--- src/rtl/frame_pkg.sv ---
// frame_pkg: shared constants and state encoding for the sender frame scheduler.
// Frame geometry: ROWS rows of COLS columns; columns [0, OH_COLS) carry overhead,
// [OH_COLS, OH_COLS+PYLD_COLS) carry client payload and the last column is the trailer.
package frame_pkg;

  localparam int ROWS      = 4;
  localparam int COLS      = 1041;
  localparam int OH_COLS   = 16;
  localparam int PYLD_COLS = 1024;
  localparam int LVL_W     = 12;

  localparam int ROW_W = 2;
  localparam int COL_W = 11;

  localparam logic [COL_W-1:0] PYLD_FIRST_COL = COL_W'(OH_COLS);
  localparam logic [COL_W-1:0] PYLD_LAST_COL  = COL_W'(OH_COLS + PYLD_COLS - 1);
  localparam logic [COL_W-1:0] LAST_COL       = COL_W'(COLS - 1);
  localparam logic [ROW_W-1:0] LAST_ROW       = ROW_W'(ROWS - 1);

  typedef enum logic [1:0] {
    ST_IDLE     = 2'd0,
    ST_WAIT_ROW = 2'd1,
    ST_RUN      = 2'd2
  } state_e;

  // True when the column carries client payload (and therefore needs a FIFO read).
  function automatic logic is_pyld_col(input logic [COL_W-1:0] col);
    return (col >= PYLD_FIRST_COL) && (col <= PYLD_LAST_COL);
  endfunction

endpackage

--- src/rtl/frame_pos_counter.sv ---
// frame_pos_counter: row/column position counter for one frame.
// Ports:
//   i_clk, i_rst   clock, asynchronous active-high reset
//   i_adv          advance one column this cycle
//   o_row, o_col   current position
//   o_row_end      current column is the trailer (last column of the row)
//   o_frame_end    current position is the last column of the last row
module frame_pos_counter
  import frame_pkg::*;
(
  input  logic             i_clk,
  input  logic             i_rst,
  input  logic             i_adv,
  output logic [ROW_W-1:0] o_row,
  output logic [COL_W-1:0] o_col,
  output logic             o_row_end,
  output logic             o_frame_end
);

  logic [ROW_W-1:0] row_q, row_d;
  logic [COL_W-1:0] col_q, col_d;

  assign o_row_end   = (col_q == LAST_COL);
  assign o_frame_end = o_row_end && (row_q == LAST_ROW);
  assign o_row       = row_q;
  assign o_col       = col_q;

  always_comb begin
    row_d = row_q;
    col_d = col_q;
    if (i_adv) begin
      if (o_row_end) begin
        col_d = '0;
        row_d = o_frame_end ? '0 : row_q + ROW_W'(1);
      end else begin
        col_d = col_q + COL_W'(1);
      end
    end
  end

  always_ff @(posedge i_clk or posedge i_rst) begin
    if (i_rst) begin
      row_q <= '0;
      col_q <= '0;
    end else begin
      row_q <= row_d;
      col_q <= col_d;
    end
  end

endmodule

--- src/rtl/frame_scheduler.sv ---
// frame_scheduler: sequences the sender frame mapper.
// Walks the frame position one column per cycle, issues payload FIFO reads on
// payload columns and presents the position one cycle later, aligned with the
// FIFO's registered read data. A row only starts once the FIFO already holds a
// full row of payload, so a row is never interrupted.
// Ports:
//   i_clk, i_rst        clock, asynchronous active-high reset
//   i_tx_en             transmit enable, looked at only between frames
//   i_clr_err           clears the sticky underrun flag
//   i_fifo_level        payload FIFO occupancy in bytes
//   i_fifo_empty        payload FIFO empty
//   o_fifo_rd           FIFO read strobe (combinational, issue cycle)
//   o_enable            frame controller enable (registered)
//   o_row_cnt/o_col_cnt position for the frame controller (registered, hold when idle)
//   o_pyld_valid        FIFO data on the bus is valid payload
//   o_frame_start       pulse with row 0 / col 0
//   o_frame_cnt         completed frames, wraps
//   o_underrun          sticky: a payload column found the FIFO empty
module frame_scheduler
  import frame_pkg::*;
(
  input  logic             i_clk,
  input  logic             i_rst,
  input  logic             i_tx_en,
  input  logic             i_clr_err,
  input  logic [LVL_W-1:0] i_fifo_level,
  input  logic             i_fifo_empty,
  output logic             o_fifo_rd,
  output logic             o_enable,
  output logic [ROW_W-1:0] o_row_cnt,
  output logic [COL_W-1:0] o_col_cnt,
  output logic             o_pyld_valid,
  output logic             o_frame_start,
  output logic [15:0]      o_frame_cnt,
  output logic             o_underrun
);

  state_e state_q, state_d;

  logic [ROW_W-1:0] row_pos;
  logic [COL_W-1:0] col_pos;
  logic             row_end;
  logic             frame_end;
  logic             issue;
  logic             pyld_col;
  logic             row_ready;

  logic             enable_q;
  logic [ROW_W-1:0] row_cnt_q;
  logic [COL_W-1:0] col_cnt_q;
  logic             pyld_valid_q;
  logic             frame_start_q;
  logic [15:0]      frame_cnt_q;
  logic             underrun_q;

  assign issue     = (state_q == ST_RUN);
  assign pyld_col  = is_pyld_col(col_pos);
  assign row_ready = (i_fifo_level >= LVL_W'(PYLD_COLS));

  frame_pos_counter u_pos (
    .i_clk       (i_clk),
    .i_rst       (i_rst),
    .i_adv       (issue),
    .o_row       (row_pos),
    .o_col       (col_pos),
    .o_row_end   (row_end),
    .o_frame_end (frame_end)
  );

  // Next-state logic. Every row passes through WAIT_ROW so the level check
  // is always made fresh at row start.
  always_comb begin
    state_d   = state_q;
    o_fifo_rd = 1'b0;
    unique case (state_q)
      ST_IDLE: begin
        if (i_tx_en) state_d = ST_WAIT_ROW;
      end
      ST_WAIT_ROW: begin
        if (row_ready) state_d = ST_RUN;
      end
      ST_RUN: begin
        o_fifo_rd = pyld_col && !i_fifo_empty;
        if (row_end) begin
          if (frame_end && !i_tx_en) state_d = ST_IDLE;
          else                       state_d = ST_WAIT_ROW;
        end
      end
      default: state_d = ST_IDLE;
    endcase
  end

  always_ff @(posedge i_clk or posedge i_rst) begin
    if (i_rst) state_q <= ST_IDLE;
    else       state_q <= state_d;
  end

  // Output stage: one cycle behind the issue so the position lines up with
  // the FIFO read data. Position registers hold while nothing is issued.
  always_ff @(posedge i_clk or posedge i_rst) begin
    if (i_rst) begin
      enable_q      <= 1'b0;
      row_cnt_q     <= '0;
      col_cnt_q     <= '0;
      pyld_valid_q  <= 1'b0;
      frame_start_q <= 1'b0;
      frame_cnt_q   <= '0;
      underrun_q    <= 1'b0;
    end else begin
      enable_q      <= issue;
      pyld_valid_q  <= o_fifo_rd;
      frame_start_q <= issue && (row_pos == '0) && (col_pos == '0);
      if (issue) begin
        row_cnt_q <= row_pos;
        col_cnt_q <= col_pos;
      end
      if (issue && frame_end) frame_cnt_q <= frame_cnt_q + 16'd1;
      // Setting wins over a simultaneous clear so no underrun event is lost.
      if (issue && pyld_col && i_fifo_empty) underrun_q <= 1'b1;
      else if (i_clr_err)                    underrun_q <= 1'b0;
    end
  end

  assign o_enable      = enable_q;
  assign o_row_cnt     = row_cnt_q;
  assign o_col_cnt     = col_cnt_q;
  assign o_pyld_valid  = pyld_valid_q;
  assign o_frame_start = frame_start_q;
  assign o_frame_cnt   = frame_cnt_q;
  assign o_underrun    = underrun_q;

endmodule

--- config.mk ---
export PLATFORM = sky130hd
export DESIGN_NAME = frame_scheduler
export DESIGN_NICKNAME = d
export VERILOG_FILES = /design/src/rtl/frame_pkg.sv /design/src/rtl/frame_pos_counter.sv /design/src/rtl/frame_scheduler.sv
export SDC_FILE = /design/constraint.sdc
export NUM_CORES = 1
export LEC_CHECK = 0
export CAP_MARGIN = 10
export CORE_AREA = 5 5 81 83
export CTS_CLUSTER_DIAMETER = 100
export CTS_CLUSTER_SIZE = 14
export DETAILED_ROUTE_END_ITERATION = 8
export DIE_AREA = 0 0 86 88
export PLACE_DENSITY = 0.7
export SKIP_LAST_GASP = 1
export SYNTH_ARGS = -nofsm -noshare
export SYNTH_HDL_FRONTEND = slang
export SYNTH_SLANG_ARGS = --single-unit
--- constraint.sdc ---
create_clock -name i_clk -period 3.99 [get_ports i_clk]
set_clock_uncertainty 0.1 [all_clocks]
set_input_delay 0.399 -clock i_clk [delete_from_list [all_inputs] [get_ports i_clk]]
set_output_delay 0.399 -clock i_clk [all_outputs]
set_load 0.005 [all_outputs]
==> results of run 1 <==
==> where the power goes <==
part	total, uW	leakage [uW]	internal, uW	switching [uW]
combinational	263	0.000528	119	144
clock	297	0.0000455	142	155
sequential	623	0.000656	548	74.2
total	1180	0.00123	809	373
==> synth_stat cells, types with 3 or more instances <==
cell	n
and4_1	3
nor2_1	9
nand2_1	38
nand4_1	12
xnor2_1	18
inv_1	7
dfrtp_1	48
xor2_1	3
ha_1	5
o21ai_0	11
nand3_1	14
and3_1	4
==> through the flow <==
step           power, uW  util, %
6_report            1180     47.1
5_1_grt             1260     47.1
2_1_floorplan        792        -
3_3_place_gp         888     45.6
3_5_place_dp         896     45.6
4_1_cts             1190     47.1
==> cells by family after synthesis <==
family	synth area share, %
AOI/OAI and AO/OA	4.88
buffers and inverters	4.36
DFF	54.4
and+or+nand+nor	23.2
xor gates and xnor gates	8.33
muxes	1.93
adders and majority gates	2.83
==> routing by layer <==
layer  vias to the layer above  GRT usage (%)  routed length (um)
met5                         -              0                   0
met3                         5           3.76                 227
li1                        793              -                   -
met2                        37           20.3                1990
met1                       780           16.0                2070
met4                         0           3.02                  42
==> final cells by class <==
| type | instances | area [um2] | share of cell area (%) |
|---|---|---|---|
| Clock buffer | 8 | 90.1 | 3.31 |
| Tap cell | 75 | 93.8 | 3.44 |
| Multi-Input combinational cell | 144 | 910 | 33.4 |
| Timing Repair Buffer | 40 | 400 | 14.7 |
| Sequential cell | 48 | 1200 | 44.1 |
| Inverter | 8 | 30.0 | 1.10 |
==> worst max path at each step <==
stage / end / slack, ps / cells past startpoint
floorplan: o_fifo_rd / 2260 / 4
CTS: o_fifo_rd / 1210 / 5
finish: o_fifo_rd / 1210 / 5
global placement: o_fifo_rd / 1570 / 5
global route: o_fifo_rd / 1000 / 3
detailed placement: o_fifo_rd / 1550 / 3
==> critical path, delay by kind of cell, from the launching register on <==
kind          cells  cell delay, ps
mux               1             240
flops             1             470
simple gates      3             700
buf+inv           1             560
==> registers in the layout (all words and copies together) (netlist names), 2 cells and up <==
signal,flops
o_row_cnt,2
u_pos.o_row,2
o_col_cnt,11
o_frame_cnt,16
state_q,2
u_pos.o_col,11
==> metrics.txt, run 1 <==
worst path cell trace nor3_4 > nand3b_1 > mux2i_1 > nor3b_1 > clkdlybuf4s50_1; Critical Path Fanout Max 6; PwrDens 434 nW/um2; R2R Setup Slk 1590 ps; DIE AREA roughly 7600 um2; max_cap viols 0; Synth Cell Area between 2000 and 2500 um2; vias in the first global route 1,576; Leak 0.00123 uW; Initial Utilization 38.2%; most frequent cells in the layout 48 x dfrtp_1, 40 x clkdlybuf4s50_1, 38 x nand2_1, 18 x xnor2_1, 14 x nand3_1; first-pass GRT wire length 7.46 mm; DR vias 1,615; Worst Hold End o_frame_cnt[15]; layout cells sized above 1 about 6.0%; Routability Congestion just under 0.9; worst-margin pin slew 980 ps; Rel. slew slack roughly 35%; asr flop ratio synth 100%; slowest cell on the critical path clkdlybuf4s50_1; R2R depth 5; VDD IR max ~0.00024 V; Hold WS about 380 ps; RSZ-0062 raised after global routing false; core area 5780 um2; Total GRT Usage between 10% and 20%; most common cell after layout, fill and taps aside dfrtp_1; status completed; CTS resizes 0; cts hold-fix bufs 0; Crit. End Element output port; DRC 0; Die W 86 um; largest net degree at the start of global routing 49; worst endpoint required time 3490 ps; clock transition at the registers of the reported paths approximately 80 ps; Crit Reg-Reg Endpoint u_pos.o_row[1]; dpl cells 315; WS Path Type flop to output port; final instance area about 2700 um2; Layout Cells excl Fill 323; Netlist cell types 42; Area contributors post-synth dfrtp_1 54%, xnor2_1 7.1%, nand2_1 6.5%, nand4_1 3.4%, nand3_1 3.2%; Period minus WS final 2780 ps; CTS tree yes; drt first-iter violations 72; EDFF count, synth 0; FF+latch count, synth 48; Hold WC Path Type flop to flop; row cnt 28; post-CTS setup buffer count 0; clock sink count 48; Antenna diodes 0; Root Driver clkbuf_8; IO Port Bufs 40; Max Root-Sink Buffers 2; final setup vio count 0; CTS Buf Count 5; DP Wirelength around 3 mm; WL/cell 13.4 um; Placement Cell Area 2640 um2; Hold Vio Cnt, Final 0; Fmax 0.360 GHz; Syn Area/Cell 10.6 um2; worst slack, placed 1550 ps; Critical Path Start Type flop; initial antenna violation count 0; via density per instance 5.00; filler instances around 570; final wirelength around 4.3 mm; # nets final 269; Hold Path Cell Cnt 1; die height 88 um; Max Slew Vio Count 0; IO Pins 51; DRT Pass-1 Iters 4; post-synth top area cell dfrtp_1; cell count after synthesis 208; syn_nets 230; Synth Flop Type dfrtp_1; R2R Path Start state_q[0]; H-tree Lvls 2; worst skew pair latency 300 ps; setup TNS 0 ps; post-synthesis sequential area ratio 54.4%; Tcrit/Tclk final 69.6%; area grow syn2layout 23.5%; min-delay src o_frame_cnt[15]; Ys Warns 0; CP arrival between 2000 and 2500 ps; Final WS setup 1210 ps; gr ovfl total 0; Critical Path Max Stage Delay approximately 560 ps; top-area cell type share of the netlist area 54.4%; Routed Antenna Nets 0; Worst setup startpoint u_pos.o_col[5]
No activity file was read; power rests on OpenSTA's default activity.
==> run 2: changes to the inputs <==
- PLACE_DENSITY: 0.7 -> 0.73
- clock period: 3.99 -> 2.4 ns (I/O delays scaled with it)
==> metrics.txt, run 2 (synthesized netlist as in run 1, its figures left out) <==
status completed; most common cell after layout, fill and taps aside dfrtp_1; max_cap viols 0; worst path cell trace nor3_4 > nand3b_1 > mux2i_1 > nor3b_2 > dlygate4sd2_1; DRC 0; area grow syn2layout 26.1%; Critical Path Max Stage Delay 460 ps; VDD IR max 0.000440 V; vias in the first global route 1,617; setup TNS 0 ps; first-pass GRT wire length ~7.7 mm; Routed Antenna Nets 0; CTS Buf Count 5; Leak 0.00127 uW; Hold WC Path Type primary input to asynchronous set/reset pin; core area ~5800 um2; Antenna diodes 0; Crit. End Element output port; filler instances roughly 550; die height 88 um; dpl cells about 320; clock transition at the registers of the reported paths 80 ps; total power 2010 uW; Layout Cells excl Fill 330; Critical Path Fanout Max 5; Routability Congestion 0.780; DIE AREA 7570 um2; gr ovfl total 0; Fmax 0.453 GHz; worst skew pair latency 300 ps; RSZ-0062 raised after global routing false; Critical Path Start Type flop; PwrDens 723 nW/um2; via density per instance about 4.9; final setup vio count 0; DRT Pass-1 Iters 4; DP Wirelength 3.19 mm; row cnt 28; Tcrit/Tclk final between 90% and 100%; max FFs per register 16; most frequent cells in the layout 47 x dfrtp_1, 39 x clkdlybuf4s50_1, 38 x nand2_1, 18 x xnor2_1, 14 x nand3_1; DR vias 1,617; worst-margin pin slew 589 ps; layout cells sized above 1 9.41%; Hold Vio Cnt, Final 0; final wirelength 4.45 mm; WL/cell 13.5 um; worst endpoint required time 2060 ps; IO Port Bufs 40; CP arrival around 1900 ps; Period minus WS final ~2200 ps; Initial Utilization 38.2%; clock sink count 48; largest net degree at the start of global routing 49; drt first-iter violations 57; Rel. slew slack just over 60%; Max Root-Sink Buffers 2; WS Path Type flop to output port; slowest cell on the critical path dfrtp_2; Total GRT Usage 12.9%; Root Driver clkbuf_8; IO Pins 51; Die W roughly 86 um; H-tree Lvls 2; CTS tree yes; # nets final 276; Max Slew Vio Count 0; initial antenna violation count 0
run 2: cell types whose count changed in the layout (fill, tap and decap cells not counted), sizes merged:
cell,change
buf,+7
clkdlybuf4s50,-1
dlygate4sd2,+1
run 2: where the power goes:
group | switching, uW | internal (uW)
sequential | 105 | 912
combinational | 265 | 239
clock | 255 | 235
run 2: final timing paths:
| kind | from | endpoint | slack (ps) | depth (start not counted) |
|---|---|---|---|---|
| max | u_pos.o_col[7] | o_fifo_rd | 190 | 5 |
| min | i_rst | o_frame_cnt[4] | 310 | 3 |
| max reg2reg | u_pos.o_col[0] | o_frame_cnt[1] | 490 | 6 |
| min reg2reg | o_col_cnt[3] | o_col_cnt[3] | 380 | 2 |
| max in group asynchronous | i_rst | u_pos.o_col[7] | 1460 | 3 |
| min in group i_clk | o_col_cnt[3] | o_col_cnt[3] | 380 | 2 |
run 2: worst max-delay path, delay by kind of cell (launching register included):
family | cells | cell delay (ps)
and+or+nand+nor | 3 | 600
DFF | 1 | 460
buffers and inverters | 1 | 260
muxes | 1 | 250
run 2: layout make-up:
class	count	area (um2)	area share, %
clock buffers	8	90.1	3.24
inverters	8	30.0	1.08
multi-input cells	144	915	32.9
flip-flops and latches	48	1200	43.2
well taps	75	93.8	3.37
repair buffers	47	452	16.2
run 2: through the flow:
stage	cell area [um2]	setup slack, ps	utilization, %	hold WS [ps]
after floorplan	2210	732	-	237
after global placement	2680	208	46.4	359
after detailed placement	2680	175	46.4	366
after CTS	2780	206	48.1	332
after global routing	2780	49.4	48.1	386
final	2780	193	48.1	313
run 2: metal layers:
metal  global-route usage [%]  routed length (um)  up-vias
met5                        0                   0        -
met4                     4.32                  56        0
met3                     4.33                 304        6
met2                     20.5                2020       41
met1                     16.5                2060      765
li1                         -                   -      805
run 2: repair_timing:
| item | 4_1_cts | 5_1_grt |
|---|---|---|
| gates resized for setup | 3 | 0 |
| endpoints found under the setup margin | 1 | 0 |
| hold buffers | 0 | 0 |
| setup buffers | 1 | 0 |
